<file path="src/rtl/imem_pkg.sv">
// Shared types and default geometry for the instruction-memory boot arbiter.
package imem_pkg;

  localparam int IMEM_ADDR_W = 12;
  localparam int IMEM_DATA_W = 32;
  localparam int IMEM_DEPTH  = 4096;

  typedef enum logic {
    IMEM_LOAD = 1'b0,
    IMEM_RUN  = 1'b1
  } imem_state_e;

endpackage

</file>
<file path="src/rtl/imem_boot_arbiter.sv">
// Boots the instruction RAM from a loader stream, then serves core fetches (1-cycle read latency).
// Optional IMEM_PATCH_EN: loader keeps write access in RUN and wins over fetches, stalling the core.
module imem_boot_arbiter
  import imem_pkg::*;
#(
  parameter int ADDR_W = IMEM_ADDR_W,
  parameter int DATA_W = IMEM_DATA_W
) (
  input  logic              clk,
  input  logic              rst,
  input  logic              fetch_req,
  input  logic [31:0]       fetch_addr,
  output logic              fetch_valid,
  output logic [DATA_W-1:0] fetch_instr,
  output logic              cpu_stall,
  input  logic              ld_valid,
  output logic              ld_ready,
  input  logic [DATA_W-1:0] ld_data,
  input  logic              ld_last,
  output logic [ADDR_W-1:0] mem_address,
  output logic [DATA_W-1:0] mem_data,
  output logic              mem_wren,
  input  logic [DATA_W-1:0] mem_q,
  output logic              boot_done,
  output logic [ADDR_W:0]   ld_count
);

`ifdef IMEM_PATCH_EN
  localparam bit PATCH_EN = 1'b1;
`else
  localparam bit PATCH_EN = 1'b0;
`endif

  imem_state_e       state_q, state_d;
  logic [ADDR_W-1:0] wr_ptr_q, wr_ptr_d;
  logic [ADDR_W:0]   ld_count_q, ld_count_d;
  logic              boot_done_q, boot_done_d;
  logic              fetch_valid_q, fetch_valid_d;
  logic [DATA_W-1:0] instr_hold_q, instr_hold_d;

  logic              wr_grant;
  logic              fetch_grant;
  logic [ADDR_W-1:0] fetch_word;
  logic              unused_fetch_bits;

  assign fetch_word        = fetch_addr[ADDR_W+1:2];
  assign unused_fetch_bits = ^{fetch_addr[31:ADDR_W+2], fetch_addr[1:0]};

  // Reset suppresses both grants so no write or read is issued while it is held.
  assign ld_ready    = (state_q == IMEM_LOAD) || PATCH_EN;
  assign wr_grant    = ld_valid && ld_ready && !rst;
  assign fetch_grant = (state_q == IMEM_RUN) && fetch_req && !wr_grant && !rst;

  assign mem_wren    = wr_grant;
  assign mem_address = wr_grant ? wr_ptr_q : fetch_word;
  assign mem_data    = ld_data;

  assign cpu_stall   = (state_q == IMEM_LOAD) || wr_grant;
  assign fetch_valid = fetch_valid_q;
  assign fetch_instr = fetch_valid_q ? mem_q : instr_hold_q;
  assign boot_done   = boot_done_q;
  assign ld_count    = ld_count_q;

  always_comb begin
    state_d       = state_q;
    wr_ptr_d      = wr_ptr_q;
    ld_count_d    = ld_count_q;
    boot_done_d   = boot_done_q;
    fetch_valid_d = fetch_grant;
    instr_hold_d  = fetch_valid_q ? mem_q : instr_hold_q;

    if (wr_grant) begin
      wr_ptr_d   = wr_ptr_q + 1'b1;
      ld_count_d = ld_count_q + 1'b1;
      if (state_q == IMEM_LOAD) begin
        // The last addressable word closes the image even without ld_last.
        if (ld_last || (&wr_ptr_q)) begin
          state_d     = IMEM_RUN;
          boot_done_d = 1'b1;
        end
      end else if (ld_last) begin
        wr_ptr_d = '0;
      end
    end
  end

  always_ff @(posedge clk) begin
    if (rst) begin
      state_q       <= IMEM_LOAD;
      wr_ptr_q      <= '0;
      ld_count_q    <= '0;
      boot_done_q   <= 1'b0;
      fetch_valid_q <= 1'b0;
      instr_hold_q  <= '0;
    end else begin
      state_q       <= state_d;
      wr_ptr_q      <= wr_ptr_d;
      ld_count_q    <= ld_count_d;
      boot_done_q   <= boot_done_d;
      fetch_valid_q <= fetch_valid_d;
      instr_hold_q  <= instr_hold_d;
    end
  end

endmodule

</file>
<file path="config.mk">
export PLATFORM = sky130hd
export DESIGN_NAME = imem_boot_arbiter
export DESIGN_NICKNAME = d
export VERILOG_FILES = /design/src/rtl/imem_pkg.sv /design/src/rtl/imem_boot_arbiter.sv
export SDC_FILE = /design/constraint.sdc
export NUM_CORES = 1
export LEC_CHECK = 0
export ABC_AREA = 1
export BUFFER_PORTS_ARGS = -buffer_cell sky130_fd_sc_hd__buf_2
export CORE_MARGIN = 3
export CORE_UTILIZATION = 45
export DETAILED_ROUTE_END_ITERATION = 16
export PLACE_DENSITY = 0.91
export SLEW_MARGIN = 30
export SYNTH_ARGS = -nofsm -noshare
export SYNTH_HDL_FRONTEND = slang
export SYNTH_SLANG_ARGS = --single-unit
</file>
<file path="constraint.sdc">
create_clock -name clk -period 2.4 [get_ports clk]
set_input_delay 0.24 -clock clk [delete_from_list [all_inputs] [get_ports clk]]
set_output_delay 0.24 -clock clk [all_outputs]
set_load 0.1 [all_outputs]
</file>
Word level (Yosys, flattened, before mapping)
Cells that the tools add are included.
W data, S select, Z words.
{"block": "op_classes", "addsub": 2, "n_mul": 0, "div": 0, "magnitude_cmp": 0, "eq_ne": 0, "shifts": 0, "mux": 6, "bitwise_logic": 1, "n_reduce_logical": 11}
{"op": "$mux W12", "n": 3}
{"op": "$mux W32", "n": 1}
{"op": "$add A13 B1 Y13 const B", "n": 1}
{"op": "$add A12 B1 Y12 const B", "n": 1}
{"op": "$reduce_and A12 Y1", "n": 1}
{"op": "$logic_and A1 B1 Y1", "n": 5}
{"op": "$reduce_and A3 Y1", "n": 1}
{"op": "$logic_not A1 Y1", "n": 2}
{"op": "$logic_or A1 B1 Y1", "n": 2}
{"op": "$mux W1", "n": 2}
{"op": "$not A1 Y1", "n": 1}
{"block": "word_totals", "regBits": 60, "latch_bits": 0, "ram_bits": 0, "rom_bits": 0, "input_bits": 101, "output_inout_bits": 94, "mem_count": 0}

Logic depth before layout (Yosys ltp)
{"block": "logic_depth", "ltp_word": 6, "mapped_depth": 9, "depth_no_buf": 8}

Worst setup path after synthesis
No wires, ideal clock.
{"block": "synth_path", "path_kind": "flip-flop to output port", "start": "reg state_q", "end": "out mem_address[0]", "arrival_ns": 3.331, "required_ns": 2.160, "path_slack_ns": -1.171, "stages_incl_launch_ff": 5, "path_cell_list": "dfxtp_1 -> inv_2 -> nand3_4 -> clkbuf_1 -> o21ai_0"}
{"block": "synth_between", "elab_chain_len": 4}
{"item": "from (decl)", "line_no": "imem_boot_arbiter.sv:34", "rtl": "imem_state_e state_q, state_d;"}
{"item": "from (signal assigned)", "line_no": "imem_boot_arbiter.sv:96", "rtl": "state_q <= state_d;"}
{"item": "$not A1 Y1"}
{"item": "net ld_ready", "line_no": "imem_boot_arbiter.sv:17", "rtl": "output logic ld_ready,"}
{"item": "$logic_and A1 B1 Y1 (2 in series)", "line_no": "imem_boot_arbiter.sv:51", "rtl": "assign wr_grant = ld_valid && ld_ready && !rst;"}
{"item": "$mux W12", "line_no": "imem_boot_arbiter.sv:55", "rtl": "assign mem_address = wr_grant ? wr_ptr_q : fetch_word;"}
{"item": "to (decl)", "line_no": "imem_boot_arbiter.sv:20", "rtl": "output logic [ADDR_W-1:0] mem_address,"}
The timed path passes the listed nets, and every way through them passes these cells.

Worst setup path after layout
{"block": "layout_path", "start": "reg state_q", "end": "out mem_address[2]"}
{"block": "layout_between", "elab_chain_len": 4}
{"item": "$not A1 Y1"}
{"item": "$logic_and A1 B1 Y1 (2 in series)", "line_no": "imem_boot_arbiter.sv:51"}
{"item": "$mux W12", "line_no": "imem_boot_arbiter.sv:55"}
Every way passes these cells.

==> impl_metrics.py <==
metrics = {
    "sta": {
        "finalSetupViolCount": 0,
        "max_slew_margin": 0.6647,
        "slew_violations": 0,
        "hold_viol": 0,
        "period_minus_slack_ns": 1.992,
        "worst_pin_slew_ns": 0.5064,
        "rsz0062_at_grt": "false",
        "finalCritPeriodShare": 0.8299,
        "fin_skew_ns": 0.005208,
        "fmax_ghz": 0.5021,
        "fin_hold_ws_ns": 0.1330,
    },
    "routing": {
        "dr_total_vias": 2866,
        "post-route-drc-count": 0,
        "wl_per_cell_um": 11.82,
        "totalWireLength_um": 6924,
        "ant_nets": 0,
        "drtIter0Drc": 107,
        "viasPerCell": 4.891,
        "dr.pass1.iters": 4,
    },
    "grt": {
        "gr-total-overflow": 0,
        "grt_antenna_before_repair": 0,
        "grt_pass1_vias": 2624,
        "grt_pass1_wl_um": 11300,
        "grt_usage": 0.1864,
        "grt_max_degree": 43,
    },
    "floorplanning": {
        "die_w_um": 87.02,
        "ios": 195,
        "coreArea_sq_um": 6131,
        "start_util": 0.4818,
        "rows": 28,
        "dieArea_sq_um": 7572,
        "die_height_um": 87.02,
    },
    "placed_design": {
        "portBuffers": 110,
        "globalplace.congestion": 0.8258,
        "hpwlAfterDp_um": 5149,
        "place_area_sq_um": 3511,
    },
    "synth": {
        "synthMostInstantiatedCell": "nand2_1",
        "synth_nets": 532,
        "ys_seq_elements": 60,
        "yosys_warnings": 0,
        "syn-cell-area_sq_um": 2954,
        "ys_seq_area_frac": 0.4066,
        "synthFlopType": "dfxtp_1",
        "syn_area_per_cell_sq_um": 6.886,
        "synth_enable_flop_cells": 0,
        "synthTopCellsByCount": "nand2_1, dfxtp_1, a21oi_1",
        "yosys.area.top_type": "dfxtp_1",
        "synth_async_sr_flop_share": 0,
        "yosys-top-cells-area": "dfxtp_1, nand2_1, a21oi_1",
        "netlist-cell-type-count": 26,
        "yosysTopAreaCellShare": 0.4066,
        "netlist_instances": 429,
    },
    "finish": {
        "drive_gt1_frac": 0.2779,
        "fillerInstances": 555,
        "area_growth_pct": 24.99,
        "fin_util": 0.6022,
        "fin_nets": 609,
        "num_antenna_cells": 0,
        "final_area_sq_um": 3692,
    },
    "clocking": {
        "cts_setup_buffers": 0,
        "post_cts_resized": 0,
        "numCtsBuffers": 9,
        "clkTransAtPathRegs_ns": 0.06,
        "cts_htree_levels": 3,
        "clk_latency_ns": 0.33,
        "cts.sinks": 60,
        "root_buffer": "clkbuf_8",
        "cts_hold_buf": 0,
        "clock_path_buffers": 2,
        "cts_tree": "yes",
    },
    "critical_path": {
        "critPathRequiredTime_ns": 2.16,
        "criticalPathCategory": "reg -> out",
        "arrival_ns": 1.75,
        "timing.critical_path.to_type": "output pin",
        "critPathMaxFanout": 18,
        "cp-start-kind": "flip-flop",
    },
    "power_and_ir_drop": {
        "p_leak_nw": 1.828,
        "ir_drop_mv": 0.3408,
        "power_density_nw_per_um2": 623.8,
    },
    "worst_hold_path": {
        "worstHoldPathType": "in -> reg",
    },
    "outcome": {
        "outcome": "complete, no violations",
    },
    "job": {
        "maxCapViolCount": 0,
    },
}
==> placed cells by master, fill, tap and decap left out, types with 5 or more instances in the layout <==
cell	Yosys	layout
clkbuf_8	0	12
o21ai_1	3	5
nor3_1	7	7
a21oi_1	48	48
buf_2	2	97
buf_12	0	13
inv_1	30	30
o21ai_0	16	10
dfxtp_1	60	59
nand2_1	160	160
nand3_1	8	8
nor2_1	27	27
buf_4	32	5
==> area by class of cell <==
cell class / instances / area [sq um] / share of cell area
Clock inverter: 1 / 5.005 / 0.001355
Clock buffer: 15 / 176.4 / 0.04778
Inverter: 33 / 126.4 / 0.03423
Timing Repair Buffer: 115 / 783.3 / 0.2121
Tap cell: 75 / 93.84 / 0.02542
Sequential cell: 60 / 1202 / 0.3257
Multi-Input combinational cell: 287 / 1305 / 0.3534
==> metal layers <==
layer / vias up / track usage / share of wire
met3: 17 / 0.05866 / 0.072
met4: 0 / 0.07365 / 0.016
li1: 1483 / - / -
met2: 89 / 0.3402 / 0.51
met5: - / 0 / 0
met1: 1277 / 0.1971 / 0.41
==> cell families (layout without fill, tap and decap cells) <==
| logic type | count (synthesis) | in the layout | share of synthesized area |
|---|---|---|---|
| AND/OR/NAND/NOR | 215 | 215 | 0.3071 |
| adder cells (fa/ha/maj) | 2 | 2 | 0.008470 |
| AO/OA/AOI/OAI | 70 | 70 | 0.1211 |
| buffers and inverters | 82 | 164 | 0.1567 |
| flip-flops | 60 | 60 | 0.4066 |
==> where the power goes <==
| group | switching, W | internal, W |
|---|---|---|
| clock | 0.000357 | 0.000459 |
| combinational | 0.000352 | 0.000116 |
| sequential | 0.00000863 | 0.00101 |
| total | 0.000717 | 0.00159 |
==> final timing paths <==
path,from,to,slack [ns],depth (start not counted)
setup reg to reg,state_q,wr_ptr_q[11],0.94,7
hold reg to reg,state_q,fetch_valid,0.45,2
hold / removal,fetch_req,fetch_valid,0.13,3
setup / recovery,state_q,mem_address[2],0.41,6
==> per-stage QoR <==
stage | TNS [ns] | total power, W | setup WS (ns) | cells
final | 0 | 0.002303 | 0.4082 | 586
after global routing | 0 | 0.002401 | 0.2803 | 586
after CTS | 0 | 0.002326 | 0.3767 | 586
after detailed placement | 0 | 0.001510 | 0.5855 | 570
after global placement | 0 | 0.001504 | 0.6039 | 570
after floorplan | -2.587 | 0.001630 | -0.4851 | 429
==> flip-flops by register name, summed over array words and instances (netlist names) <==
name	flops
wr_ptr_q	12
ld_count	13
fetch_valid	1
boot_done	1
state_q	1
instr_hold_q	32
==> critical path, stage by stage (launching register included) <==
cell and delay, ns:
dfxtp_1 0.33, inv_2 0.12, nand3_4 0.20, clkinv_1 0.22
nand2_1 0.09, nand2_1 0.06, buf_2 0.41
Power figures use the tool's default switching activity.
